[src/rtl/ctrl_pkg.sv]
// Shared encodings for the pipelined control unit: opcodes, ALU-op codes,
// control-bundle layout and the bubble constant.
package ctrl_pkg;

  // RV32I base opcodes accepted by the decoder
  localparam logic [6:0] OPC_LUI    = 7'b0110111;
  localparam logic [6:0] OPC_AUIPC  = 7'b0010111;
  localparam logic [6:0] OPC_JAL    = 7'b1101111;
  localparam logic [6:0] OPC_JALR   = 7'b1100111;
  localparam logic [6:0] OPC_BRANCH = 7'b1100011;
  localparam logic [6:0] OPC_LOAD   = 7'b0000011;
  localparam logic [6:0] OPC_STORE  = 7'b0100011;
  localparam logic [6:0] OPC_OP_IMM = 7'b0010011;
  localparam logic [6:0] OPC_OP     = 7'b0110011;

  localparam logic [6:0] FUNCT7_MULDIV = 7'b0000001;

  localparam logic [2:0] ALU_OP_IMM    = 3'b010;
  localparam logic [2:0] ALU_OP_REG    = 3'b011;
  localparam logic [2:0] ALU_OP_MULDIV = 3'b100;

  // Bundle field LSB offsets; the listed fields add up to 20 bits
  localparam int unsigned F_VALID     = 0;
  localparam int unsigned F_ALU_OP    = 1;
  localparam int unsigned F_ALU_1_SRC = 4;
  localparam int unsigned F_ALU_2_SRC = 6;
  localparam int unsigned F_REG_WRITE = 7;
  localparam int unsigned F_IS_BRANCH = 8;
  localparam int unsigned F_IS_JALR   = 9;
  localparam int unsigned F_IS_JAL    = 10;
  localparam int unsigned F_MEM_READ  = 11;
  localparam int unsigned F_MEM_WRITE = 12;
  localparam int unsigned F_MEM_WIDTH = 13;
  localparam int unsigned F_MEM_SEXT  = 15;
  localparam int unsigned F_REG_SRC   = 16;
  localparam int unsigned F_IS_MULDIV = 18;
  localparam int unsigned F_ILLEGAL   = 19;
  localparam int unsigned CTRL_W      = 20;

  // Packed view of the bundle, MSB first so bit positions match the offsets
  typedef struct packed {
    logic       illegal;
    logic       is_muldiv;
    logic [1:0] reg_src;
    logic       mem_sign_extend;
    logic [1:0] mem_width;
    logic       mem_write;
    logic       mem_read;
    logic       is_jal;
    logic       is_jalr;
    logic       is_branch;
    logic       reg_write;
    logic       alu_2_src;
    logic [1:0] alu_1_src;
    logic [2:0] alu_op;
    logic       valid;
  } ctrl_t;

  localparam ctrl_t CTRL_BUBBLE = '0;

endpackage

[src/rtl/ctrl_decode.sv]
// Combinational decoder: instruction fields to control bundle plus
// register-operand use flags for hazard detection.
module ctrl_decode
  import ctrl_pkg::*;
#(
  parameter bit EN_MEXT = 1'b1
) (
  input  logic [6:0] opcode,
  input  logic [2:0] funct3,
  input  logic [6:0] funct7,
  output ctrl_t      ctrl,
  output logic       use_rs1,
  output logic       use_rs2
);

  logic legal;

  // Opcode whitelist decode; anything unrecognised becomes a valid illegal bundle
  always_comb begin
    ctrl    = CTRL_BUBBLE;
    use_rs1 = 1'b0;
    use_rs2 = 1'b0;
    legal   = 1'b1;
    unique case (opcode)
      OPC_LUI: begin
        ctrl.alu_1_src = 2'b01;
        ctrl.alu_2_src = 1'b1;
        ctrl.reg_write = 1'b1;
      end
      OPC_AUIPC: begin
        ctrl.alu_1_src = 2'b10;
        ctrl.alu_2_src = 1'b1;
        ctrl.reg_write = 1'b1;
      end
      OPC_JAL: begin
        ctrl.alu_2_src = 1'b1;
        ctrl.reg_write = 1'b1;
        ctrl.is_jal    = 1'b1;
        ctrl.reg_src   = 2'b10;
      end
      OPC_JALR: begin
        ctrl.alu_2_src = 1'b1;
        ctrl.reg_write = 1'b1;
        ctrl.is_jalr   = 1'b1;
        ctrl.reg_src   = 2'b10;
        use_rs1        = 1'b1;
      end
      OPC_BRANCH: begin
        ctrl.is_branch = 1'b1;
        use_rs1        = 1'b1;
        use_rs2        = 1'b1;
      end
      OPC_LOAD: begin
        ctrl.alu_2_src = 1'b1;
        ctrl.reg_write = 1'b1;
        ctrl.mem_read  = 1'b1;
        ctrl.reg_src   = 2'b01;
        use_rs1        = 1'b1;
      end
      OPC_STORE: begin
        ctrl.alu_2_src = 1'b1;
        ctrl.mem_write = 1'b1;
        use_rs1        = 1'b1;
        use_rs2        = 1'b1;
      end
      OPC_OP_IMM: begin
        ctrl.alu_op    = ALU_OP_IMM;
        ctrl.alu_2_src = 1'b1;
        ctrl.reg_write = 1'b1;
        use_rs1        = 1'b1;
      end
      OPC_OP: begin
        use_rs1 = 1'b1;
        use_rs2 = 1'b1;
        if (funct7 == FUNCT7_MULDIV) begin
          if (EN_MEXT) begin
            ctrl.alu_op    = ALU_OP_MULDIV;
            ctrl.is_muldiv = 1'b1;
            ctrl.reg_write = 1'b1;
          end else begin
            legal = 1'b0;
          end
        end else begin
          ctrl.alu_op    = ALU_OP_REG;
          ctrl.reg_write = 1'b1;
        end
      end
      default: legal = 1'b0;
    endcase

    if (legal) begin
      ctrl.valid           = 1'b1;
      ctrl.mem_width       = funct3[1:0];
      ctrl.mem_sign_extend = ~funct3[2];
    end else begin
      ctrl         = CTRL_BUBBLE;
      ctrl.valid   = 1'b1;
      ctrl.illegal = 1'b1;
      use_rs1      = 1'b0;
      use_rs2      = 1'b0;
    end
  end

endmodule

[src/rtl/ctrl_pipe.sv]
// Pipelined control unit: decodes in ID, carries bundles through ID/EX,
// EX/MEM and MEM/WB, and handles load-use stalls, flushes and MUL/DIV occupancy.
module ctrl_pipe
  import ctrl_pkg::*;
#(
  parameter bit          EN_MEXT      = 1'b1,
  parameter int unsigned MDIV_LATENCY = 4,
  parameter int unsigned REG_AW       = 5
) (
  input  logic              clk_i,
  input  logic              rst_i,
  input  logic              valid_i,
  input  logic [6:0]        opcode_i,
  input  logic [2:0]        funct3_i,
  input  logic [6:0]        funct7_i,
  input  logic [REG_AW-1:0] rs1_i,
  input  logic [REG_AW-1:0] rs2_i,
  input  logic [REG_AW-1:0] rd_i,
  input  logic              flush_i,
  output logic              stall_o,
  output logic              ex_busy_o,
  output logic [CTRL_W-1:0] ex_ctrl_o,
  output logic [REG_AW-1:0] ex_rd_o,
  output logic [CTRL_W-1:0] mem_ctrl_o,
  output logic [REG_AW-1:0] mem_rd_o,
  output logic [CTRL_W-1:0] wb_ctrl_o,
  output logic [REG_AW-1:0] wb_rd_o
);

  localparam int unsigned CNT_W = 4;
  localparam logic [CNT_W-1:0] CNT_LOAD = CNT_W'(MDIV_LATENCY - 1);

  ctrl_t             dec_ctrl;
  logic              use_rs1;
  logic              use_rs2;
  logic              load_use;
  logic              busy;

  ctrl_t             ex_ctrl, mem_ctrl, wb_ctrl;
  logic [REG_AW-1:0] ex_rd, mem_rd, wb_rd;
  logic [CNT_W-1:0]  mdiv_cnt;

  ctrl_t             next_ex_ctrl, next_mem_ctrl, next_wb_ctrl;
  logic [REG_AW-1:0] next_ex_rd, next_mem_rd, next_wb_rd;
  logic [CNT_W-1:0]  next_mdiv_cnt;

  ctrl_decode #(
    .EN_MEXT (EN_MEXT)
  ) u_decode (
    .opcode  (opcode_i),
    .funct3  (funct3_i),
    .funct7  (funct7_i),
    .ctrl    (dec_ctrl),
    .use_rs1 (use_rs1),
    .use_rs2 (use_rs2)
  );

  // Hazard detection: EX holds a load whose nonzero rd feeds an operand used in ID
  always_comb begin
    busy     = (mdiv_cnt != '0);
    load_use = valid_i & ex_ctrl.valid & ex_ctrl.mem_read & (ex_rd != '0) &
               ((use_rs1 & (rs1_i == ex_rd)) | (use_rs2 & (rs2_i == ex_rd)));
  end

  // Next-state selection by priority: busy, flush, load-use, normal advance
  always_comb begin
    next_wb_ctrl  = mem_ctrl;
    next_wb_rd    = mem_rd;
    next_mem_ctrl = ex_ctrl;
    next_mem_rd   = ex_rd;
    next_ex_ctrl  = CTRL_BUBBLE;
    next_ex_rd    = '0;
    next_mdiv_cnt = busy ? (mdiv_cnt - CNT_W'(1)) : '0;
    if (busy) begin
      // MUL/DIV keeps EX; a flush cannot apply until it leaves
      next_ex_ctrl  = ex_ctrl;
      next_ex_rd    = ex_rd;
      next_mem_ctrl = CTRL_BUBBLE;
      next_mem_rd   = '0;
    end else if (flush_i || load_use) begin
      next_ex_ctrl = CTRL_BUBBLE;
      next_ex_rd   = '0;
    end else if (valid_i) begin
      next_ex_ctrl = dec_ctrl;
      next_ex_rd   = rd_i;
      if (dec_ctrl.is_muldiv) begin
        next_mdiv_cnt = CNT_LOAD;
      end
    end
  end

  // Stage registers and MUL/DIV counter with synchronous reset
  always_ff @(posedge clk_i) begin
    if (rst_i) begin
      ex_ctrl  <= CTRL_BUBBLE;
      mem_ctrl <= CTRL_BUBBLE;
      wb_ctrl  <= CTRL_BUBBLE;
      ex_rd    <= '0;
      mem_rd   <= '0;
      wb_rd    <= '0;
      mdiv_cnt <= '0;
    end else begin
      ex_ctrl  <= next_ex_ctrl;
      mem_ctrl <= next_mem_ctrl;
      wb_ctrl  <= next_wb_ctrl;
      ex_rd    <= next_ex_rd;
      mem_rd   <= next_mem_rd;
      wb_rd    <= next_wb_rd;
      mdiv_cnt <= next_mdiv_cnt;
    end
  end

  assign stall_o    = busy | load_use;
  assign ex_busy_o  = busy;
  assign ex_ctrl_o  = ex_ctrl;
  assign mem_ctrl_o = mem_ctrl;
  assign wb_ctrl_o  = wb_ctrl;
  assign ex_rd_o    = ex_rd;
  assign mem_rd_o   = mem_rd;
  assign wb_rd_o    = wb_rd;

endmodule

[config.mk]
export PLATFORM = sky130hd
export DESIGN_NAME = ctrl_pipe
export DESIGN_NICKNAME = d
export VERILOG_FILES = /design/src/rtl/ctrl_pkg.sv /design/src/rtl/ctrl_decode.sv /design/src/rtl/ctrl_pipe.sv
export SDC_FILE = /design/constraint.sdc
export NUM_CORES = 1
export LEC_CHECK = 0
export CAP_MARGIN = 20
export CORE_MARGIN = 4
export CORE_UTILIZATION = 30
export DETAILED_ROUTE_END_ITERATION = 8
export PLACE_DENSITY = 0.71
export SYNTH_ARGS = -nofsm -noshare
export SYNTH_HDL_FRONTEND = slang
export SYNTH_SLANG_ARGS = --single-unit
export TNS_END_PERCENT = 50
[constraint.sdc]
create_clock -name clk_i -period 2.7 [get_ports clk_i]
set_clock_uncertainty 0.15 [all_clocks]
set_input_delay 0.27 -clock clk_i [delete_from_list [all_inputs] [get_ports clk_i]]
set_output_delay 0.27 -clock clk_i [all_outputs]
set_load 0.02 [all_outputs]
==> run_results.csv <==
group,metric,value,unit
run_status,outcome,"completed",
global_route,grt_pass1_wl,10.4,mm
critical_path,rrSetupSlack,0.57,ns
worst_hold_path,hold_depth,1,
die,die_h,102,um
synthesis,ys_warn_count,0,
clocking,postCtsResizedCells,2,
routing,wire_per_inst,13.6,um
timing,whs,0.316,ns
critical_path,slowest_stage,"or4_1",
routing,viasPerCell,4.52,
placement,io_buffers,112,
timing,fin_ws,0.235,ns
clocking,clk_pin_slew_worst_paths,0.09,ns
clocking,cts-root-buf,"clkbuf_8",
die,die_area,10400,um^2
routing,wl,6.71,mm
synthesis,synth_top_area_share,57.4,%
finish,diodes,0,
timing,hold_viol,0,
critical_path,critical_path_class,"flip-flop to output port",
critical_path,path_max_fanout,6,
critical_path,cp.arrival,2.04,ns
critical_path,crit_path_max_incr_delay,0.54,ns
routing,drtIter0Drc,69,
synthesis,synthTopCellsByArea,"dfxtp_1 (57%), nor2b_1 (5.9%), and2_1 (5.7%)",
worst_hold_path,min_to,"wb_ctrl_o[2]",
critical_path,rr_startpoint,"mdiv_cnt[0]",
synthesis,seq_area_frac_synth,57.4,%
finish,final_common_cell,"clkdlybuf4s50_1",
power_and_ir_drop,finalPower,2530,uW
timing,max_freq,406,MHz
die,pin_count,113,
critical_path,crit_path_end_kind,"output port",
finish,drive_gt1_share,9.87,%
routing,drc,0,
worst_hold_path,holdCritPathClass,"flip-flop to flip-flop",
timing,setup_viol,0,
power_and_ir_drop,vdd_drop_max,0.000230,V
clocking,htree_levels,3,
critical_path,r2r.worst_path.cells,6,
clocking,cts_buffers,9,
finish,most-common-layout-cells,"clkdlybuf4s50_1 (111), dfxtp_1 (75), nand2_1 (31)",
clocking,clkSinkCount,76,
global_route,grt_pass1_vias,2129,
job,cap_violations,0,
finish,area_growth,55.2,%
critical_path,start_kind,"flip-flop",
clocking,clock_latency,0.34,ns
synthesis,synth_area,2650,um^2
global_route,overflow,0,
critical_path,cp.required,2.28,ns
timing,fin_crit_sh,91.3,%
worst_hold_path,hold_start,"mem_ctrl_o[2]",
routing,ant_nets,0,
timing,worst_pin_slew,1.00,ns
global_route,antenna_found_initial,0,
timing,min_period,2.46,ns
die,core_region_area,8680,um^2
placement,detailed_place_hpwl,5.26,mm
clocking,cts_hold_repair.buffers,0,
die,placementRows,34,
synthesis,avgSynthCellArea,10.1,um^2
global_route,grt_max_degree,27,
power_and_ir_drop,power_leakage,0.00152,uW
clocking,clock_path_buffers,2,
finish,finalNetCount,416,
critical_path,path_cells,"or4_1 -> o2111ai_1 -> a21oi_2 -> nand2b_1 -> dlygate4sd2_1",
critical_path,timing.rr.end,"ex_ctrl_o[18]",
critical_path,path_buf_inv,1,
synthesis,synth_nets,299,
placement,place_congestion,0.750,
timing,rsz0062_at_grt,"false",
die,die_w,102,um
synthesis,syn_inst,263,
clocking,cts_tree,"yes",
placement,dpl_worst_slack,-0.00763,ns
synthesis,yosysUniqueCellTypes,40,
global_route,grt_usage,13.0,%
timing,slew_viol_final,0,
critical_path,path_depth,5,
power_and_ir_drop,p_per_area,614,nW/um^2
routing,first_pass_iters,4,
routing,vias,2228,
synthesis,ys_ff_latch,76,
clocking,post_cts_buffers,0,
critical_path,critical-path-top-delay-family,"simple AND/OR/NAND/NOR gates",
die,start_util,30.5,%
synthesis,synth_top_area_cell,"dfxtp_1",
timing,slew-limit-headroom,33.2,%
cells in the mapped netlist, drive strengths merged:
master	number
a21oi	3
nor4	4
o2111ai	1
or3	5
buf	4
nor2	5
a32o	1
nand3	4
o21a	2
nor3b	1
o31ai	1
nand4	4
xnor2	2
a21boi	1
or4	4
nor4b	2
nand2	31
nand3b	3
a22o	2
nand4b	1
and2	24
o22ai	1
clkbuf	12
nor2b	25
a2111oi	1
nor3	4
xor2	9
o21ai	24
o21bai	1
nand2b	3
dfxtp	76
inv	2
stage by stage:
stage | TNS (ns) | area, um^2 | util, % | cells
after CTS | 0 | 4110 | 47.4 | 493
after detailed placement | -0.00763 | 3920 | 45.1 | 477
after global routing | 0 | 4110 | 47.4 | 493
final | 0 | 4110 | 47.4 | 493
after floorplan | 0 | 2650 | - | 263
after global placement | 0 | 3920 | 45.1 | 477
final cells by class:
type	count	area [um^2]
multi-input combinational	169	1050
timing repair buffer	122	1190
inverter	2	7.51
fill	835	4560
clock inverter	6	71.3
sequential	76	1520
tap	108	135
clock buffer	10	128
power breakdown:
part	internal, uW	switching, uW	total (uW)
sequential	1160	46.0	1210
clock	435	422	857
combinational	203	261	464
registers in the layout (all words and copies together), names as in the netlist:
signal,cells
wb_rd_o,5
ex_rd_o,5
mdiv_cnt,4
mem_ctrl_o,19
wb_ctrl_o,19
mem_rd_o,5
ex_ctrl_o,19
worst max path at each step:
stage,from,end
6_report,ex_rd_o[1],stall_o
5_1_grt,ex_rd_o[3],stall_o
4_1_cts,ex_rd_o[1],stall_o
3_5_place_dp,opcode_i[1],stall_o
3_3_place_gp,opcode_i[1],stall_o
2_1_floorplan,mdiv_cnt[0],ex_ctrl_o[18]
logic make-up (layout without fill, tap and decap cells):
| group | after synthesis | after routing | synth area share [%] |
|---|---|---|---|
| AOI/OAI and AO/OA | 38 | 38 | 9.02 |
| xor gates and xnor gates | 11 | 11 | 3.64 |
| buffers and inverters | 18 | 140 | 3.02 |
| DFF | 76 | 76 | 57.4 |
| and+or+nand+nor | 120 | 120 | 26.9 |
layer usage:
| metal | global-route usage [%] | routed length (um) | vias up |
|---|---|---|---|
| li1 | - | - | 1111 |
| met1 | 15.8 | 2940 | 1018 |
| met2 | 20.7 | 3100 | 87 |
| met3 | 4.03 | 516 | 12 |
| met4 | 6.36 | 150 | 0 |
| met5 | 0 | 0 | - |
(Power assumes the default switching activity.)
